--- src/rtl/id_ex_stage.sv ---
// id_ex_stage -- ID/EX pipeline register of the 5-stage MIPS pipeline.
//
// Purpose:
//   This module latches the decoded instruction, the PC+4 value, the two register
//   operands and the extended immediate coming out of ID. It decodes the
//   destination register that the forwarding logic compares against. It also
//   detects load-use hazards and inserts a one-cycle bubble when it finds one.
//   External hold (freeze) and flush (squash) requests are honoured.
//
// Ports:
//   clk, rst         clock; synchronous active-high reset
//   if_id_inst/pc    instruction and PC+4 currently in ID
//   rs_data/rt_data  register-file read data for rs / rt
//   hold             freeze: every register keeps its value
//   flush            squash: ID/EX becomes a bubble
//   ID_EX_inst, Rd_ID_EX, id_ex_pc, id_ex_rs_data, id_ex_rt_data,
//   id_ex_imm, id_ex_valid     registered stage contents
//   load_use_stall   combinational; upstream holds PC and IF/ID this cycle
//
// Optional build macro ID_EX_PERF_CNT_EN adds two saturating counters:
//   bubble_cnt       edges where a load-use or flush bubble was loaded
//   hold_cnt         edges where hold froze the register
module id_ex_stage #(
  parameter logic [31:0] NOP_INST = 32'h00000000,
  parameter logic [4:0]  LINK_REG = 5'd31
) (
  input  logic        clk,
  input  logic        rst,
  input  logic [31:0] if_id_inst,
  input  logic [31:0] if_id_pc,
  input  logic [31:0] rs_data,
  input  logic [31:0] rt_data,
  input  logic        hold,
  input  logic        flush,
  output logic [31:0] ID_EX_inst,
  output logic [4:0]  Rd_ID_EX,
  output logic [31:0] id_ex_pc,
  output logic [31:0] id_ex_rs_data,
  output logic [31:0] id_ex_rt_data,
  output logic [31:0] id_ex_imm,
  output logic        id_ex_valid,
  output logic        load_use_stall
`ifdef ID_EX_PERF_CNT_EN
  ,
  output logic [31:0] bubble_cnt,
  output logic [31:0] hold_cnt
`endif
);

  localparam logic [5:0] OP_RTYPE = 6'b000000;
  localparam logic [5:0] OP_JAL   = 6'b000011;
  localparam logic [5:0] OP_BEQ   = 6'b000100;
  localparam logic [5:0] OP_BNE   = 6'b000101;
  localparam logic [5:0] OP_ADDI  = 6'b001000;
  localparam logic [5:0] OP_ADDIU = 6'b001001;
  localparam logic [5:0] OP_SLTI  = 6'b001010;
  localparam logic [5:0] OP_ANDI  = 6'b001100;
  localparam logic [5:0] OP_ORI   = 6'b001101;
  localparam logic [5:0] OP_LUI   = 6'b001111;
  localparam logic [5:0] OP_LW    = 6'b100011;
  localparam logic [5:0] OP_SW    = 6'b101011;
  localparam logic [5:0] FN_JR    = 6'b001000;

  typedef struct packed {
    logic [31:0] inst;
    logic [4:0]  rd;
    logic [31:0] pc;
    logic [31:0] rs;
    logic [31:0] rt;
    logic [31:0] imm;
    logic        valid;
  } stage_t;

  stage_t stage_q, stage_d, load_s, bubble_s;

  // A destination of 0 means "no write", so forwarding never matches $0.
  function automatic logic [4:0] dec_rd(input logic [31:0] i);
    case (i[31:26])
      OP_RTYPE: dec_rd = (i[5:0] == FN_JR) ? 5'd0 : i[15:11];
      OP_LW, OP_ADDI, OP_ADDIU, OP_SLTI,
      OP_ANDI, OP_ORI, OP_LUI: dec_rd = i[20:16];
      OP_JAL:   dec_rd = LINK_REG;
      default:  dec_rd = 5'd0;
    endcase
  endfunction

  // Logical immediates are zero-extended. Everything else is sign-extended.
  // The lui shift is left to EX.
  function automatic logic [31:0] dec_imm(input logic [31:0] i);
    if (i[31:26] == OP_ANDI || i[31:26] == OP_ORI)
      dec_imm = {16'h0000, i[15:0]};
    else
      dec_imm = {{16{i[15]}}, i[15:0]};
  endfunction

  // Only R-type, sw, beq and bne consume rt as a source. For I-type
  // instructions rt is the destination, so it cannot create a hazard.
  logic id_reads_rt;
  assign id_reads_rt = (if_id_inst[31:26] == OP_RTYPE) || (if_id_inst[31:26] == OP_SW) ||
                       (if_id_inst[31:26] == OP_BEQ)   || (if_id_inst[31:26] == OP_BNE);

  // Stall while a valid lw in EX targets a register that the ID instruction
  // reads. The bubble clears valid, so the stall lasts one cycle unless hold
  // freezes the register.
  assign load_use_stall = stage_q.valid && (stage_q.inst[31:26] == OP_LW) &&
                          (stage_q.rd != 5'd0) &&
                          ((stage_q.rd == if_id_inst[25:21]) ||
                           (id_reads_rt && (stage_q.rd == if_id_inst[20:16])));

  always_comb begin
    bubble_s       = '0;
    bubble_s.inst  = NOP_INST;

    load_s.inst    = if_id_inst;
    load_s.rd      = dec_rd(if_id_inst);
    load_s.pc      = if_id_pc;
    load_s.rs      = rs_data;
    load_s.rt      = rt_data;
    load_s.imm     = dec_imm(if_id_inst);
    load_s.valid   = 1'b1;

    stage_d = stage_q;
    if (flush)               stage_d = bubble_s;
    else if (hold)           stage_d = stage_q;
    else if (load_use_stall) stage_d = bubble_s;
    else                     stage_d = load_s;
  end

  always_ff @(posedge clk) begin
    if (rst) stage_q <= bubble_s;
    else     stage_q <= stage_d;
  end

  assign ID_EX_inst    = stage_q.inst;
  assign Rd_ID_EX      = stage_q.rd;
  assign id_ex_pc      = stage_q.pc;
  assign id_ex_rs_data = stage_q.rs;
  assign id_ex_rt_data = stage_q.rt;
  assign id_ex_imm     = stage_q.imm;
  assign id_ex_valid   = stage_q.valid;

`ifdef ID_EX_PERF_CNT_EN
  logic [31:0] bubble_cnt_q, bubble_cnt_d, hold_cnt_q, hold_cnt_d;
  logic        bubble_ev, hold_ev;

  // These events mirror the priority used for stage_d: a flush wins over
  // hold, and hold wins over a load-use bubble.
  assign bubble_ev = flush || (!hold && load_use_stall);
  assign hold_ev   = !flush && hold;

  always_comb begin
    bubble_cnt_d = bubble_cnt_q;
    hold_cnt_d   = hold_cnt_q;
    if (bubble_ev && bubble_cnt_q != '1) bubble_cnt_d = bubble_cnt_q + 32'd1;
    if (hold_ev && hold_cnt_q != '1)     hold_cnt_d   = hold_cnt_q + 32'd1;
  end

  always_ff @(posedge clk) begin
    if (rst) begin
      bubble_cnt_q <= '0;
      hold_cnt_q   <= '0;
    end else begin
      bubble_cnt_q <= bubble_cnt_d;
      hold_cnt_q   <= hold_cnt_d;
    end
  end

  assign bubble_cnt = bubble_cnt_q;
  assign hold_cnt   = hold_cnt_q;
`endif

endmodule

--- config.mk ---
export PLATFORM = sky130hd
export DESIGN_NAME = id_ex_stage
export DESIGN_NICKNAME = d
export VERILOG_FILES = /design/src/rtl/id_ex_stage.sv
export SDC_FILE = /design/constraint.sdc
export NUM_CORES = 1
export LEC_CHECK = 0
export ABC_CLOCK_PERIOD_IN_PS = 4100
export CAP_MARGIN = 30
export CORE_UTILIZATION = 38
export CTS_BUF_LIST = sky130_fd_sc_hd__clkbuf_4 sky130_fd_sc_hd__clkbuf_8
export CTS_CLUSTER_SIZE = 28
export DETAILED_ROUTE_END_ITERATION = 6
export GPL_ROUTABILITY_DRIVEN = 0
export GPL_TIMING_DRIVEN = 0
export HOLD_SLACK_MARGIN = 0.03
export MAX_ROUTING_LAYER = met4
export PLACE_DENSITY_LB_ADDON = 0.05
export SLEW_MARGIN = 15
export SYNTH_ARGS = -nofsm -noshare
export SYNTH_HDL_FRONTEND = slang
export SYNTH_SLANG_ARGS = --single-unit
--- constraint.sdc ---
create_clock -name clk -period 4.1 [get_ports clk]
set_input_delay 0.41 -clock clk [delete_from_list [all_inputs] [get_ports clk]]
set_output_delay 0.41 -clock clk [all_outputs]
set_load 0.01 [all_outputs]
Word level (Yosys, flattened, before mapping)
Index checks and enable logic that the tools add are counted.
{"block": "classes", "eq_ne": 15, "n_mux": 4, "n_reduce_logical": 13}
{"cell": "two-way mux 166 bit", "n": 1}
{"cell": "== test 6 x 4 -> 1 bit (second input constant)", "n": 7}
{"cell": "two-way mux 32 bit", "n": 1}
{"cell": "== test 6 bit (second input constant)", "n": 3}
{"cell": "case mux 5 bit (3 select lines)", "n": 1}
{"cell": "== test 6 x 3 -> 1 bit (second input constant)", "n": 2}
{"cell": "== test 5 bit", "n": 2}
{"cell": "OR reduction 7 bit", "n": 1}
{"cell": "== test 6 x 2 -> 1 bit (second input constant)", "n": 1}
{"cell": "logical NOT 6 bit", "n": 1}
{"cell": "logical OR 1 bit", "n": 5}
{"cell": "two-way mux 5 bit", "n": 1}
{"cell": "nonzero test 5 bit", "n": 1}
{"cell": "logical AND 1 bit", "n": 4}
{"cell": "OR reduction 2 bit", "n": 1}
{"block": "totals", "reg_bits": 166, "out_inout_bits": 167, "word_cells": 39}

Longest topological paths before layout
{"block": "logic_depth", "depth_word": 8, "mapped_depth": 9}

Least setup slack after synthesis
OpenSTA, ideal clock, no wires.
{"block": "synth_timing", "path_type": "input-to-reg", "startpoint": "input if_id_inst[27]", "endpoint": "register stage_q, in the netlist id_ex_pc[0]", "setup_time_ps": 117, "arrival_time_ps": 2155, "path_slack_ps": 1828, "stages": 9, "cell_sequence": "buf_2 and4b_1 a22oi_1 or4_1 and2_1 buf_6 buf_6 buf_6 a32o_1"}
{"block": "synth_via", "elab_chain_cells": 8}
{"element": "start: declaration", "line": "29", "text": "input logic [31:0] if_id_inst,"}
{"element": "== test 6 bit / logical NOT 6 bit (equally long branches)", "line": "99", "text": "assign id_reads_rt = (if_id_inst[31:26] == OP_RTYPE) || (if_id_inst[31:26] == OP_SW) ||"}
{"element": "logical OR 1 bit (2 in series)", "line": "99"}
{"element": "logical OR 1 bit (*)", "line": "100", "text": "(if_id_inst[31:26] == OP_BEQ) || (if_id_inst[31:26] == OP_BNE);"}
{"element": "logical AND 1 bit (*)", "line": "108", "text": "(id_reads_rt && (stage_q.rd == if_id_inst[20:16])));"}
{"element": "logical OR 1 bit (*)", "line": "107", "text": "((stage_q.rd == if_id_inst[25:21]) ||"}
{"element": "logical AND 1 bit (*)", "line": "106", "text": "(stage_q.rd != 5'd0) &&"}
{"element": "two-way mux 166 bit (*)", "line": "125", "text": "else if (load_use_stall) stage_d = bubble_s;"}
{"element": "end signal: assignment", "line": "130", "text": "if (rst) stage_q <= bubble_s;"}
{"element": "end signal: assignment", "line": "131", "text": "else stage_q <= stage_d;"}
{"element": "end: declaration", "line": "74", "text": "stage_t stage_q, stage_d, load_s, bubble_s;"}
Mark *: on every way between the ends. The rest lies on a longest branch, timed or not.
A chain may end at the register's enable or synchronous reset.

Final worst setup path
{"block": "layout_timing", "startpoint": "input if_id_inst[31]", "endpoint": "output load_use_stall"}
{"block": "layout_via", "elab_chain_cells": 7}
{"element": "== test 6 bit / logical NOT 6 bit (equally long branches)", "line": "99"}
{"element": "logical OR 1 bit (2 in series)", "line": "99"}
{"element": "logical OR 1 bit (*)", "line": "100"}
{"element": "logical AND 1 bit (*)", "line": "108"}
{"element": "logical OR 1 bit (*)", "line": "107"}
{"element": "logical AND 1 bit (*)", "line": "106"}
{"element": "end: declaration", "line": "42", "text": "output logic load_use_stall"}
Marks and branches as above.

==> metrics.md <==
| Metric | Value |
|---|---|
| First-pass GRT wire length | `23,900 µm` |
| Worst skew pair latency | `0.44 ns` |
| Simple-gate share of the synthesized area | `4.10%` |
| Kind of end point of the critical path | `output pin` |
| Core Rows | `41` |
| Adder-cell share of the synthesized area | `0%` |
| Post-synthesis cell type count | `36` |
| Post-synth EDFFs | `0` |
| CP startpoint kind | `input port` |
| Root Driver | `clkbuf_8` |
| Worst-margin pin slew | `0.750 ns` |
| Setup TNS | `0 ns` |
| Core area | `12,700 µm²` |
| Initial antenna violation count | `0` |
| Met2 wire length | `8350 µm` |
| Post-CTS resize count | `0` |
| Vias in the first global route | `4,587` |
| WP data required | `3.69 ns` |
| Setup slack after layout | `1.32 ns` |
| Async set or reset register ratio after synthesis | `0%` |
| Maximum clock path buffer count | `2` |
| Post-synthesis sequential area ratio | `54.6%` |
| Placed Cells | `876` |
| Largest net degree at the start of global routing | `18` |
| Area leader, netlist | `dfxtp_1` |
| Most frequent cells in the layout | `clkdlybuf4s50_1, dfxtp_1, a32o_1, clkbuf_1, buf_4` |
| Pre-CTS WS | `1.09 ns` |
| Via Count | `4,843` |
| Clock Sinks | `135` |
| Met3 WL | `1400 µm` |
| CTS clk-pin slew, worst paths | `0.07 ns` |
| CTS tree | `yes` |
| Vias/cell | `5.33` |
| Num ports | `299` |
| Max-cap violation count | `0` |
| Initial Util | `39.1%` |
| FF+latch count, synth | `135` |
| GR Overflow Total | `0` |
| Post-CTS setup buffer count | `0` |
| Ratio of cells with drive above 1 in the final layout | `10.1%` |
| Clock skew | `0.00735 ns` |
| Xor-xnor portion of the synthesized cell area | `1.77%` |
| Primary FF master, synth | `dfxtp_1` |
| Area Growth Syn to Fin | `72.7%` |
| Antenna cell count | `0` |
| Period utilization | `67.9%` |
| Final Slew Violations | `0` |
| Final std cells w/o fill | `908` |
| CTS Buf Count | `17` |
| RSZ-0062 raised after global routing | `no` |
| Crit Path Max Fanout | `8` |
| Critical path type | `in2out` |
| Hold Path Class | `in2reg` |
| Synth warnings | `0` |
| Arr. time, crit path | `2.37 ns` |
| M1 WL | `6300 µm` |
| Peak supply drop | `0.206 mV` |
| Area of placed instances | `8130 µm²` |
| Hold bufs inserted after CTS | `0` |
| Synth Area in Compound Gates | `29.9%` |
| Top cell type's share of synthesized area | `54.6%` |
| LEAKAGE | `3.05 nW` |
| Die Y-Extent | `116 µm` |
| Fin area | `8550 µm²` |
| WL/cell | `18.1 µm` |
| Largest family of logic cells by synthesized area | `compound AO/OA/AOI/OAI gates` |
| Status | `finished clean` |
| Setup Viol. Count Final | `0` |
| Die Area | `13,500 µm²` |
| Mapped Cells | `408` |
| Power Total | `2.92 mW` |
| Nets | `855` |
| Post-DRT Antenna Nets | `0` |
| DRC Markers | `0` |
| Max Freq | `359 MHz` |
| H-tree depth | `4` |
| IO buf count | `296` |
| Syn Area/Cell | `12.1 µm²` |
| TritonRoute pass-1 iters | `4` |
| Synthesized area | `4950 µm²` |
| Minimum clock period after layout | `2.78 ns` |
| Mux contribution to synthesized area | `0%` |
| # fillers | `1,040` |
| Total track usage | `24.6%` |
| Endpoints failing hold | `0` |
| Post-DP HPWL | `12,800 µm` |
| Die width | `116 µm` |
| Most area-consuming cells after synthesis | `dfxtp_1, a32o_1, buf_4` |
| Pwr per Cell Area | `342 nW/µm²` |
| Max Used Layer | `met4` |
| Commonest non-fill, non-tap cell in the layout | `clkdlybuf4s50_1` |
| Syn_nets | `540` |
| Initial DRC count | `253` |
| Total wire length | `16,400 µm` |
| Relative slew slack | `49.9%` |
## sequential cells by signal, summed over array words and instances (netlist names)
name,cells
ID_EX_inst,32
id_ex_rs_data,32
id_ex_imm,1
id_ex_rt_data,32
Rd_ID_EX,5
id_ex_valid,1
id_ex_pc,32
## per-stage QoR
step / hold slack (ns) / util, %
final: 0.349 / 67.5
after global routing: 0.337 / 67.5
after CTS: 0.321 / 67.5
after detailed placement: 0.454 / 64.1
after global placement: 0.447 / 64.1
after floorplan: 0.497 / -
## path summary, 6_finish.rpt
| kind | from | to | slack [ns] | cells past startpoint |
|---|---|---|---|---|
| min | if_id_inst[27] | ID_EX_inst[27] | 0.35 | 2 |
| max reg2reg | id_ex_valid | ID_EX_inst[8] | 1.62 | 7 |
| min reg2reg | id_ex_pc[12] | id_ex_pc[12] | 0.46 | 1 |
| max | if_id_inst[31] | load_use_stall | 1.32 | 6 |
## power by group
part           switching [mW]  total, mW  internal, mW
clock network           0.491       1.16         0.665
registers              0.0247       1.38          1.35
logic                   0.135      0.385         0.250
total                   0.651       2.92          2.27
## critical path: stages
cell and delay [ns]:
clkdlybuf4s50_1 0.62, and4b_1 0.24, a22oi_1 0.11, o31a_1 0.32
nor2_1 0.10, clkdlybuf4s50_1 0.57
## synth_stat cells (2+ instances only)
cell type / number
nor3b_1: 3
nor2b_1: 2
or4_1: 2
nor2_1: 7
buf_2: 2
nor3_1: 2
nand3_1: 2
xor2_1: 2
xnor2_1: 8
nand2_1: 2
nand4_1: 2
nand2b_1: 3
o21ai_0: 3
a32o_1: 133
dfxtp_1: 135
o311a_1: 3
clkbuf_1: 37
a221o_1: 5
buf_6: 8
buf_4: 31
## cell type report
type                    instances  area [µm²]  area share [%]
plain buffers                  78         472            5.52
clock buffers                  23         298            3.48
clock inverters                 9         123            1.43
repair buffers                296        2960            34.7
flip-flops and latches        135        2700            31.6
multi-input cells             194        1770            20.7
inverters                       1        3.75          0.0439
well taps                     172         215            2.52
## per-layer routing
layer	track usage, %	vias to the layer above
met5	-	-
met4	9.74	0
met3	8.20	26
met2	42.3	196
met1	25.9	2349
li1	-	2272
## logic make-up (layout without fill, tap and decap cells)
family / count (synthesis) / in the layout
AOI/OAI and AO/OA: 151 / 151
DFF: 135 / 135
xor gates and xnor gates: 10 / 10
buffers and inverters: 79 / 407
and+or+nand+nor: 33 / 33
Note: power is estimated with default switching activity, not from simulation.
